[src/rtl/fb_arbiter_if.sv]
// Burst command bus between the frame-buffer arbiter and the memory controller.
//
// Handshake: the master raises cmd_valid together with cmd_we/cmd_addr/cmd_len.
// It holds all of them stable until the slave answers with cmd_ready.
// The command is transferred on the rising clock edge where both are high.
// cmd_valid never drops before that edge, except under reset.
// After a transfer the slave pulses mem_done for one cycle once the burst data phase is complete.
interface fb_arbiter_if #(
    parameter int ADDR_W = 24,
    parameter int LEN_W  = 8
) ();
    logic              cmd_valid;
    logic              cmd_ready;
    logic              cmd_we;
    logic [ADDR_W-1:0] cmd_addr;
    logic [LEN_W-1:0]  cmd_len;
    logic              mem_done;

    modport master (
        output cmd_valid, cmd_we, cmd_addr, cmd_len,
        input  cmd_ready, mem_done
    );

    modport slave (
        input  cmd_valid, cmd_we, cmd_addr, cmd_len,
        output cmd_ready, mem_done
    );
endinterface

[src/rtl/fb_arbiter.sv]
// Triple-buffered frame-buffer arbiter: shares one burst command port between
// the camera write path and the display read path, with read priority, a
// write anti-starvation streak limit and vsync-driven bank rotation.
module fb_arbiter #(
    parameter int   ADDR_W        = 24,
    parameter int   LEN_W         = 8,
    parameter int   BURST_LEN     = 64,
    parameter int   FRAME_WORDS   = 384000,
    parameter int   BANK_STRIDE   = 524288,
    parameter int   LVL_W         = 10,
    parameter int   RD_FIFO_DEPTH = 512,
    parameter int   RD_STREAK     = 4,
    parameter logic VS_POL        = 1'b0
) (
    input  logic              clk,
    input  logic              rst_n,
    input  logic              cam_vs,
    input  logic              disp_vs,
    input  logic [LVL_W-1:0]  wr_fifo_level,
    input  logic [LVL_W-1:0]  rd_fifo_level,
    fb_arbiter_if.master      bus,
    output logic              wr_grant,
    output logic              rd_grant,
    output logic [1:0]        wr_bank,
    output logic [1:0]        rd_bank,
    output logic              wr_frame_full,
    output logic [2:0]        state_dbg
);
    localparam int STK_W = $clog2(RD_STREAK + 1);
    localparam logic [ADDR_W-1:0] FRAME_A = ADDR_W'(FRAME_WORDS);
    localparam logic [ADDR_W-1:0] BURST_A = ADDR_W'(BURST_LEN);
    localparam logic [LVL_W-1:0]  RD_ROOM = LVL_W'(RD_FIFO_DEPTH - BURST_LEN);
    localparam logic [LVL_W-1:0]  WR_MIN  = LVL_W'(BURST_LEN);

    typedef enum logic [2:0] {
        IDLE    = 3'd0,
        SYNC    = 3'd1,
        RD_CMD  = 3'd2,
        RD_DATA = 3'd3,
        WR_CMD  = 3'd4,
        WR_DATA = 3'd5
    } state_t;

    state_t            state, next_state;
    logic              cam_vs_q, cam_vs_q2, disp_vs_q, disp_vs_q2;
    logic              cam_pend, disp_pend;
    logic              cam_edge, disp_edge;
    logic [1:0]        done_bank;
    logic [ADDR_W-1:0] wr_off, rd_off;
    logic [STK_W-1:0]  streak;
    logic              rd_req, wr_req;
    logic [ADDR_W-1:0] cmd_addr_q;
    logic              cmd_we_q;

    function automatic logic [ADDR_W-1:0] bank_base(input logic [1:0] b);
        case (b)
            2'd1:    bank_base = ADDR_W'(BANK_STRIDE);
            2'd2:    bank_base = ADDR_W'(2 * BANK_STRIDE);
            default: bank_base = '0;
        endcase
    endfunction

    assign cam_edge  = (cam_vs_q == VS_POL) && (cam_vs_q2 != VS_POL);
    assign disp_edge = (disp_vs_q == VS_POL) && (disp_vs_q2 != VS_POL);
    assign rd_req    = (rd_fifo_level <= RD_ROOM) && (rd_off < FRAME_A);
    assign wr_req    = (wr_fifo_level >= WR_MIN) && (wr_off < FRAME_A);

    assign bus.cmd_addr  = cmd_addr_q;
    assign bus.cmd_we    = cmd_we_q;
    assign bus.cmd_len   = LEN_W'(BURST_LEN);
    assign wr_frame_full = (wr_off == FRAME_A);
    assign state_dbg     = state;

    // Register vsync inputs and keep frame-start events pending until SYNC.
    always_ff @(posedge clk or negedge rst_n) begin
        if (!rst_n) begin
            cam_vs_q   <= ~VS_POL;
            cam_vs_q2  <= ~VS_POL;
            disp_vs_q  <= ~VS_POL;
            disp_vs_q2 <= ~VS_POL;
            cam_pend   <= 1'b0;
            disp_pend  <= 1'b0;
        end else begin
            cam_vs_q   <= cam_vs;
            cam_vs_q2  <= cam_vs_q;
            disp_vs_q  <= disp_vs;
            disp_vs_q2 <= disp_vs_q;
            cam_pend   <= cam_edge  | (cam_pend  & (state != SYNC));
            disp_pend  <= disp_edge | (disp_pend & (state != SYNC));
        end
    end

    // State register.
    always_ff @(posedge clk or negedge rst_n) begin
        if (!rst_n) state <= IDLE;
        else        state <= next_state;
    end

    // Next-state selection, command valid and grant pulses.
    always_comb begin
        next_state    = state;
        bus.cmd_valid = 1'b0;
        rd_grant      = 1'b0;
        wr_grant      = 1'b0;
        case (state)
            IDLE: begin
                if (cam_pend || disp_pend)                        next_state = SYNC;
                else if (wr_req && streak == STK_W'(RD_STREAK))   next_state = WR_CMD;
                else if (rd_req)                                  next_state = RD_CMD;
                else if (wr_req)                                  next_state = WR_CMD;
            end
            SYNC: next_state = IDLE;
            RD_CMD: begin
                bus.cmd_valid = 1'b1;
                if (bus.cmd_ready) begin
                    rd_grant   = 1'b1;
                    next_state = RD_DATA;
                end
            end
            WR_CMD: begin
                bus.cmd_valid = 1'b1;
                if (bus.cmd_ready) begin
                    wr_grant   = 1'b1;
                    next_state = WR_DATA;
                end
            end
            RD_DATA, WR_DATA: if (bus.mem_done) next_state = IDLE;
            default: next_state = IDLE;
        endcase
    end

    // Banks, offsets, streak counter and the command latch (loaded only from IDLE).
    always_ff @(posedge clk or negedge rst_n) begin
        if (!rst_n) begin
            wr_bank    <= 2'd1;
            rd_bank    <= 2'd0;
            done_bank  <= 2'd0;
            wr_off     <= '0;
            rd_off     <= '0;
            streak     <= '0;
            cmd_addr_q <= '0;
            cmd_we_q   <= 1'b0;
        end else begin
            if (state == SYNC) begin
                if (cam_pend) begin
                    done_bank <= wr_bank;
                    wr_bank   <= (wr_bank == rd_bank) ? ((wr_bank == 2'd2) ? 2'd0 : wr_bank + 2'd1)
                                                      : (2'd3 - wr_bank - rd_bank);
                    wr_off    <= '0;
                end
                if (disp_pend) begin
                    rd_bank <= cam_pend ? wr_bank : done_bank;
                    rd_off  <= '0;
                end
            end
            if (rd_grant) rd_off <= (rd_off >= FRAME_A - BURST_A) ? FRAME_A : rd_off + BURST_A;
            if (wr_grant) wr_off <= (wr_off >= FRAME_A - BURST_A) ? FRAME_A : wr_off + BURST_A;

            if (!wr_req || wr_grant)                        streak <= '0;
            else if (rd_grant && streak < STK_W'(RD_STREAK)) streak <= streak + 1'b1;

            if (state == IDLE && next_state == RD_CMD) begin
                cmd_we_q   <= 1'b0;
                cmd_addr_q <= bank_base(rd_bank) + rd_off;
            end else if (state == IDLE && next_state == WR_CMD) begin
                cmd_we_q   <= 1'b1;
                cmd_addr_q <= bank_base(wr_bank) + wr_off;
            end
        end
    end
endmodule

[src/flat_wrapper.sv]
// flat-port wrapper written by rule: the top's interface ports become plain ports
module fb_arbiter_flat 
#(
    parameter int   ADDR_W        = 24,
    parameter int   LEN_W         = 8,
    parameter int   BURST_LEN     = 64,
    parameter int   FRAME_WORDS   = 384000,
    parameter int   BANK_STRIDE   = 524288,
    parameter int   LVL_W         = 10,
    parameter int   RD_FIFO_DEPTH = 512,
    parameter int   RD_STREAK     = 4,
    parameter logic VS_POL        = 1'b0
)
  (clk, rst_n, cam_vs, disp_vs, wr_fifo_level, rd_fifo_level, wr_grant, rd_grant, wr_bank, rd_bank, wr_frame_full, state_dbg, bus_cmd_valid, bus_cmd_we, bus_cmd_addr, bus_cmd_len, bus_cmd_ready, bus_mem_done);
  fb_arbiter_if #(.ADDR_W(ADDR_W), .LEN_W(LEN_W)) bus_i ();
  input  logic clk;
  input  logic rst_n;
  input  logic cam_vs;
  input  logic disp_vs;
  input  logic [LVL_W-1:0] wr_fifo_level;
  input  logic [LVL_W-1:0] rd_fifo_level;
  output logic wr_grant;
  output logic rd_grant;
  output logic [1:0] wr_bank;
  output logic [1:0] rd_bank;
  output logic wr_frame_full;
  output logic [2:0] state_dbg;
  output wire logic [$bits(bus_i.cmd_valid)-1:0] bus_cmd_valid;
  output wire logic [$bits(bus_i.cmd_we)-1:0] bus_cmd_we;
  output wire logic [$bits(bus_i.cmd_addr)-1:0] bus_cmd_addr;
  output wire logic [$bits(bus_i.cmd_len)-1:0] bus_cmd_len;
  input wire logic [$bits(bus_i.cmd_ready)-1:0] bus_cmd_ready;
  input wire logic [$bits(bus_i.mem_done)-1:0] bus_mem_done;
  assign bus_cmd_valid = bus_i.cmd_valid;
  assign bus_cmd_we = bus_i.cmd_we;
  assign bus_cmd_addr = bus_i.cmd_addr;
  assign bus_cmd_len = bus_i.cmd_len;
  assign bus_i.cmd_ready = bus_cmd_ready;
  assign bus_i.mem_done = bus_mem_done;
  fb_arbiter #(.ADDR_W(ADDR_W), .LEN_W(LEN_W), .BURST_LEN(BURST_LEN), .FRAME_WORDS(FRAME_WORDS), .BANK_STRIDE(BANK_STRIDE), .LVL_W(LVL_W), .RD_FIFO_DEPTH(RD_FIFO_DEPTH), .RD_STREAK(RD_STREAK), .VS_POL(VS_POL)) u_core (.clk(clk), .rst_n(rst_n), .cam_vs(cam_vs), .disp_vs(disp_vs), .wr_fifo_level(wr_fifo_level), .rd_fifo_level(rd_fifo_level), .bus(bus_i), .wr_grant(wr_grant), .rd_grant(rd_grant), .wr_bank(wr_bank), .rd_bank(rd_bank), .wr_frame_full(wr_frame_full), .state_dbg(state_dbg));
endmodule
[config.mk]
export PLATFORM = sky130hd
export DESIGN_NAME = fb_arbiter_flat
export DESIGN_NICKNAME = d
export VERILOG_FILES = /design/src/rtl/fb_arbiter_if.sv /design/src/rtl/fb_arbiter.sv /design/src/flat_wrapper.sv
export SDC_FILE = /design/constraint.sdc
export NUM_CORES = 1
export LEC_CHECK = 0
export CAP_MARGIN = 40
export CELL_PAD_IN_SITES_DETAIL_PLACEMENT = 1
export CELL_PAD_IN_SITES_GLOBAL_PLACEMENT = 2
export CORE_MARGIN = 5
export CORE_UTILIZATION = 32
export DETAILED_ROUTE_END_ITERATION = 6
export PLACE_DENSITY = 0.77
export SLEW_MARGIN = 15
export SYNTH_ARGS = -nofsm -noshare
export SYNTH_HDL_FRONTEND = slang
export SYNTH_SLANG_ARGS = --single-unit
export TNS_END_PERCENT = 20
[constraint.sdc]
create_clock -name clk -period 2.9 [get_ports clk]
set_input_delay 0.58 -clock clk [delete_from_list [all_inputs] [get_ports clk]]
set_output_delay 0.58 -clock clk [all_outputs]
set_load 0.02 [all_outputs]
* Yosys cells after proc, flatten, opt, wreduce, memory -nomap -nowiden
Index checks and enable logic that the tools add are counted.
Widths: inputs -> output; s select.
** Operators by class
- Add/subtract/negate cells :: 8
- Order comparisons :: 7
- Equality and inequality tests :: 15
- Mux-type cells :: 34
- Bitwise operators :: 6
- Reduce and logical (&&, ||, !) cells :: 24
** Operator list (number)
- $mux 24 :: 13
- $pmux 21 s2 :: 2
- $add 24x24->24 :: 2
- $add 24x7->24 const B :: 2
- $ge 24x19->1 const B :: 2
- $lt 24x19->1 const B :: 2
- $mux 3 :: 9
- $eq 24x19->1 const B :: 1
- $eq 3x3->1 const B :: 4
- $pmux 3 s4 :: 1
- $reduce_bool 2->1 :: 6
- $ge 10x7->1 const B :: 1
- $le 10x9->1 const B :: 1
- $eq 3x2->1 const B :: 3
- $logic_and 1x1->1 :: 8
- $reduce_and 2->1 :: 4
- $mux 1 :: 6
- $mux 2 :: 3
- $eq 2x1->1 const B :: 2
- $eq 2x2->1 const B :: 2
- $reduce_or 2->1 :: 2
- $add 3x1->3 const B :: 1
- $eq 3x1->1 const B :: 1
- $logic_not 3->1 :: 1
- 11 further kinds :: 15
** Storage, ports and cells
- Flip-flop bits (word level) :: 91
- Bits of input ports :: 26
- Output and inout port bits :: 44
- Word-level logic and storage cells :: 109

* Longest topological paths before layout
Gate-level depths: netlist (run 1).
- Word-level depth :: 14
- Depth in mapped cells :: 8
- Depth with buffers taken out :: 7

* Least setup slack after synthesis (run 1)
OpenSTA, ideal clock, no wires.
- Kind :: reg-to-reg
- From :: register u_core.state[1], in the netlist u_core.state_dbg[1]
- To :: register u_core.cmd_addr_q[12], in the netlist u_core.bus.cmd_addr[12]
- Library setup time :: 82 ps
- Arrival :: 2329 ps
- Required time :: 2818 ps
- Slack :: 489 ps
- Cell stages (with the launch flop) :: 8
- Path buffers :: 2
- Period minus slack after synthesis :: 2411 ps
- Cell sequence :: dfrtp_1 -> buf_2 -> or3_1 -> nor3_4 -> or3b_2 -> buf_1 -> or3b_1 -> a31oi_1
** On the way
- Longest elaborated chain between the ends :: 8
- Elaborated cells between the ends (all ways) :: 20
- Classes of those cells :: eq/ne (6); mux (9); reduce/logical (5)
** RTL lines
- start, declared :: RTL line fb_arbiter.sv:44 : state_t state, next_state;
- start signal, assigned :: RTL line fb_arbiter.sv:96 : else state <= next_state;
- $mux 3 :: RTL line fb_arbiter.sv:110 : else if (wr_req) next_state = WR_CMD;
- $mux 3 :: RTL line fb_arbiter.sv:109 : else if (rd_req) next_state = RD_CMD;
- $mux 3 :: RTL line fb_arbiter.sv:108 : else if (wr_req && streak == STK_W'(RD_STREAK)) next_state = WR_CMD;
- $mux 3 :: RTL line fb_arbiter.sv:107 : if (cam_pend || disp_pend) next_state = SYNC;
- $pmux 3 s4 :: RTL line fb_arbiter.sv:105 : case (state)
- $eq 3x2->1 / $eq 3x3->1 (equally long branches) :: RTL line fb_arbiter.sv:162, fb_arbiter.sv:165
- $logic_and 1x1->1 (on tied branches) :: RTL line fb_arbiter.sv:162, fb_arbiter.sv:165
- $mux 24 / $reduce_bool 2->1 (equally long branches)
- end signal, assigned :: RTL line fb_arbiter.sv:164 : cmd_addr_q <= bank_base(rd_bank) + rd_off;
- end signal, assigned :: RTL line fb_arbiter.sv:167 : cmd_addr_q <= bank_base(wr_bank) + wr_off;
- end, declared :: RTL line fb_arbiter.sv:52 : logic [ADDR_W-1:0] cmd_addr_q;
Parallel ways exist; a longest one is shown, timed or not.
A chain may end at the register's enable or synchronous reset.

* Worst setup path after layout (run 1)
- From :: register u_core.wr_off[17]
- To :: output wr_frame_full
** On the way
- Longest elaborated chain between the ends :: 1
** RTL lines
- start, declared :: RTL line fb_arbiter.sv:49 : logic [ADDR_W-1:0] wr_off, rd_off;
- start signal, assigned :: RTL line fb_arbiter.sv:157 : if (wr_grant) wr_off <= (wr_off >= FRAME_A - BURST_A) ? FRAME_A : wr_off + BURST_A;
- $eq 24x19->1 :: RTL line fb_arbiter.sv:71 : assign wr_frame_full = (wr_off == FRAME_A);
- end, declared :: RTL line flat_wrapper.sv:26 : output logic wr_frame_full;
Every way passes these cells.

==> impl_summary.md, run 1 <==
Status
The flow ran to the end, and the final reports show no timing, DRC or antenna violations.

Timing
Setup repair after global routing left no endpoint under its margin. The final-report hold violation count is 0. The post-route fraction of the period consumed by the critical path is 0.929. The largest clock skew in the final design is between 0.01 and 0.015 ns. The tightest slew margin relative to the limit is 0.463.

The maximum clock frequency is 371 MHz. The slew at the pin closest to its max-slew limit is around 0.80 ns. Setup violations remaining at the end of the flow were counted as 0. Counting I/O delays and the setup requirement, the final critical path takes roughly 2.7 ns. The number of pins with negative max-slew slack in the final report came to 0. The post-route setup TNS is 0 ns.

Critical path
The maximum fanout along the worst path is 6. The kind of capture point of the worst setup path is a primary output. In this run the worst setup path begins at u_core.wr_off[17]$_DFFE_PN0P_. The last element of the critical path is wr_frame_full.

Data on the critical path arrives at its endpoint at between 2 and 2.5 ns. The critical path required time is 2.32 ns. The launching element type of the critical path is a register. Across all register-to-register paths, the minimum setup slack is 0.36 ns. The endpoint of the worst register-to-register path is u_core.bus.cmd_addr[12]$_DFFE_PN0P_. The worst register-to-register path has a depth of 6. The launching point of the worst reg2reg path is u_core.rd_off[20]$_DFFE_PN0P_. The worst setup path is of the register to primary output kind.

Power and ir drop
The cell internal power dissipation is ~2.8 mW. The relative contribution of combinational cells to total power is 0.388. The net switching power of the design is roughly 1.6 mW. For this design the ratio of total power to cell area is between 800 and 900 nW/um^2. Of the total power, the share spent switching nets is 0.367. Of the total power, the clock network draws 0.275.

In this run the static leakage power is between 2 and 2.5 nW. The worst-case IR drop observed on VDD is between 0.0003 and 0.0004 V. The proportion of power drawn by flip-flops and latches is 0.336. The total power draw is approximately 4.4 mW.

Yosys
Of the synthesized area, sequential elements account for 0.460. A synthesized cell averages 9.27 sq um. In this run, synthesis inferred 0 flip-flops with an integrated enable. The biggest area contributor in the post-synthesis netlist is dfrtp_1. The share of synthesized area in the top cell type comes to 0.427. Synthesis produced 430 cells. The commonest cells after synthesis are dfrtp_1 (68), inv_1 (42), nand2_1 (34), o21ai_0 (25), nor3_1 (24). The primary flip-flop cell chosen by synthesis mapping is dfrtp_1. The number of warnings issued by yosys is 0. The synthesized netlist contains 62 unique library cells. Of all flip-flops after synthesis, the portion carrying an async set or reset was 1.00. Yosys instantiated no cell more often than dfrtp_1.

The mapped netlist covers between 3000 and 4000 sq um. By area the synthesized netlist is led by dfrtp_1 (43%), inv_1 (4.0%), dfstp_2 (3.3%). Counting flops and latches in the post-synthesis netlist gives 73.

Route
The total wire length is around 11 mm. The post-route DRC violation count is 0. The number of vias per cell is 5.13. For this run, the detailed router's first-pass iteration total came to 5.

Dividing the detail-routed wire length by the instance count gives about 17 um. The iteration-0 DRC count of the detailed router is 205. The total via count in the routed design is between 3000 and 4000. The residual antenna-violating net count after detailed routing is 0.

Die
In this run the core area contains 40 standard-cell rows. The number of I/O pins is 70. The die covers approximately 15000 sq um. The initial utilization of the core area, before any placement, comes to 0.329. The die span in y is 122 um.

The core region area is 12100 sq um. The x dimension of the die is approximately 120 um.

Job
The number of max-capacitance violations reported is 0.

Global routing
For this run, the total global-route usage over all layers was measured as 0.161. The first global-routing pass estimated approximately 19 mm of wire. The pin count of the biggest net entering global routing is 37. The total grt overflow is 0. The number of antenna violations at the first check in global routing came to 0. The via count of the first global-routing pass was 3527.

Placed design
The cell area after placement is roughly 4700 sq um. The total instance count after detailed placement is ~640. After legalization and detailed placement, the total HPWL measured ~8.7 mm. Routability-driven placement finished with a final weighted congestion of 0.810. Input and output buffers added on the ports amount to 49.

Clock tree
The buffer count from post-CTS setup fixing is 0. The number of H-tree branching levels is 3. After clock tree synthesis, the clock-pin slew on the worst setup and hold paths is about 0.060 ns. The count of cells resized by post-cts repair is 0. The clock latency reported for the late side of the worst-skew pair is 0.33 ns.

The CTS tree is done. The number of buffers created by CTS is 9. The maximum clock insertion buffer count is 2.

The hold buffer count at CTS is 0. The cell at the root of the clock tree is clkbuf_16. The clock sink count is 73.

Finish
The fill cell instance count of the final layout is approximately 1400. 0 antenna diodes ended up in the layout. The post-layout utilization of the core is 0.416. The area of the multi-input gates is 1830 sq um.

The area growth from synthesis to final layout is 26.4%. The final-stage net count is ~520. The sequential cell area is between 1500 and 2000 sq um. In the final layout, the share of cells above drive strength 1 is 0.142.

The count of cells in the finished layout, fillers not included, comes to 660. Summing all non-filler instances in the final layout gives an area of slightly above 5000 sq um.

Hold path
In this run the worst hold path is classified as primary input to asynchronous set/reset pin.
cells in the final DEF (no fill, tap or decap), types with 3 or more instances in the layout:
master           count
conb_1              14
mux2i_1              3
nor2b_1              3
dfrtp_1             68
a21oi_1             17
buf_4               23
nor3_1              24
nor2_1              19
a31oi_1             12
a21o_1               7
ha_1                 8
nand4b_1             3
clkbuf_16            9
a221oi_1             8
and3_1              14
nand2_1             34
nand3_1             15
o31ai_1              3
o21a_1               4
dfstp_2              5
or2_2                3
xnor2_1              3
clkdlybuf4s50_1     48
o21ai_0             25
o221a_2              8
a31o_2               5
or3_1                5
nor4_1               5
and2_1               5
nand4_1              5
inv_1               42
stage by stage:
stage	setup slack (ns)	hold WS (ns)
CTS	0.145	0.112
global placement	0.0895	0.353
detailed placement	-0.000422	0.360
global route	0.0204	0.110
floorplan	0.489	0.284
finish	0.206	0.111
final cells by class:
cell class,instances,share of cell area
clock buffers,10,0.0454
clock inverters,6,0.0184
inverters,43,0.0320
multi-input cells,287,0.364
flip-flops and latches,73,0.364
well taps,168,0.0417
repair buffers,73,0.135
critical path, stage by stage (launching register included):
cell and delay [ns]:
dfrtp_1 0.45, nor4bb_2 0.31, nand2_1 0.14, and4b_1 0.28, clkdlybuf4s50_1 0.61
registers in the layout, indices dropped and copies added, names as in the netlist:
register and flops:
u_core.disp_pend 1, u_core.cam_vs_q 1, u_core.state_dbg 3, u_core.disp_vs_q2 1, u_core.disp_vs_q 1, u_core.bus.cmd_addr 18
u_core.streak 3, u_core.cam_pend 1, u_core.rd_bank 2, u_core.wr_off 18, u_core.done_bank 2, u_core.wr_bank 2
u_core.rd_off 18, u_core.bus.cmd_we 1, u_core.cam_vs_q2 1
power by group through the flow:
stage                     Combinational, mW  Clock (mW)  Sequential [mW]
after floorplan                       0.836           0             1.59
after global placement                 1.67           0             1.49
after detailed placement               1.72           0             1.49
after CTS                              1.73        1.24             1.47
after global routing                   1.86        1.28             1.50
final                                  1.69        1.20             1.47
kinds of logic after synthesis:
kind of cell / Yosys count / synth area share
AND/OR/NAND/NOR: 150 / 0.203
multiplexers: 3 / 0.00753
XOR/XNOR: 4 / 0.00879
flip-flops: 73 / 0.460
buffers and inverters: 82 / 0.0929
other: 2 / 0.00188
AO/OA/AOI/OAI: 106 / 0.191
adder cells (fa/ha/maj): 10 / 0.0352
per-layer routing:
layer | wire [um] | global-route usage | share of wire
met4 | 153 | 0.0413 | 0.013
met1 | 5220 | 0.216 | 0.46
met2 | 5580 | 0.269 | 0.49
met3 | 443 | 0.0316 | 0.039
met5 | 0 | 0 | 0
how the worst min path moves through the flow:
stage                                          start                                   to  slack [ns]
after floorplan                                rst_n  u_core.bus.cmd_addr[10]$_DFFE_PN0P_        0.28
after global placement    u_core.disp_vs_q$_DFF_PN1_          u_core.disp_vs_q2$_DFF_PN1_        0.35
after detailed placement  u_core.disp_vs_q$_DFF_PN1_          u_core.disp_vs_q2$_DFF_PN1_        0.36
after CTS                                      rst_n        u_core.rd_off[22]$_DFFE_PN0P_        0.11
after global routing                           rst_n         u_core.streak[0]$_DFFE_PN0P_        0.11
final                                          rst_n        u_core.rd_off[22]$_DFFE_PN0P_        0.11
No activity file was read; power rests on OpenSTA's default activity.
==> inputs of run 2 (changes only) <==
Settings changed: CTS_CLUSTER_DIAMETER set to 80.
==> results of run 2 <==
The final DEF is identical to that of run 1; final timing and power are the same.
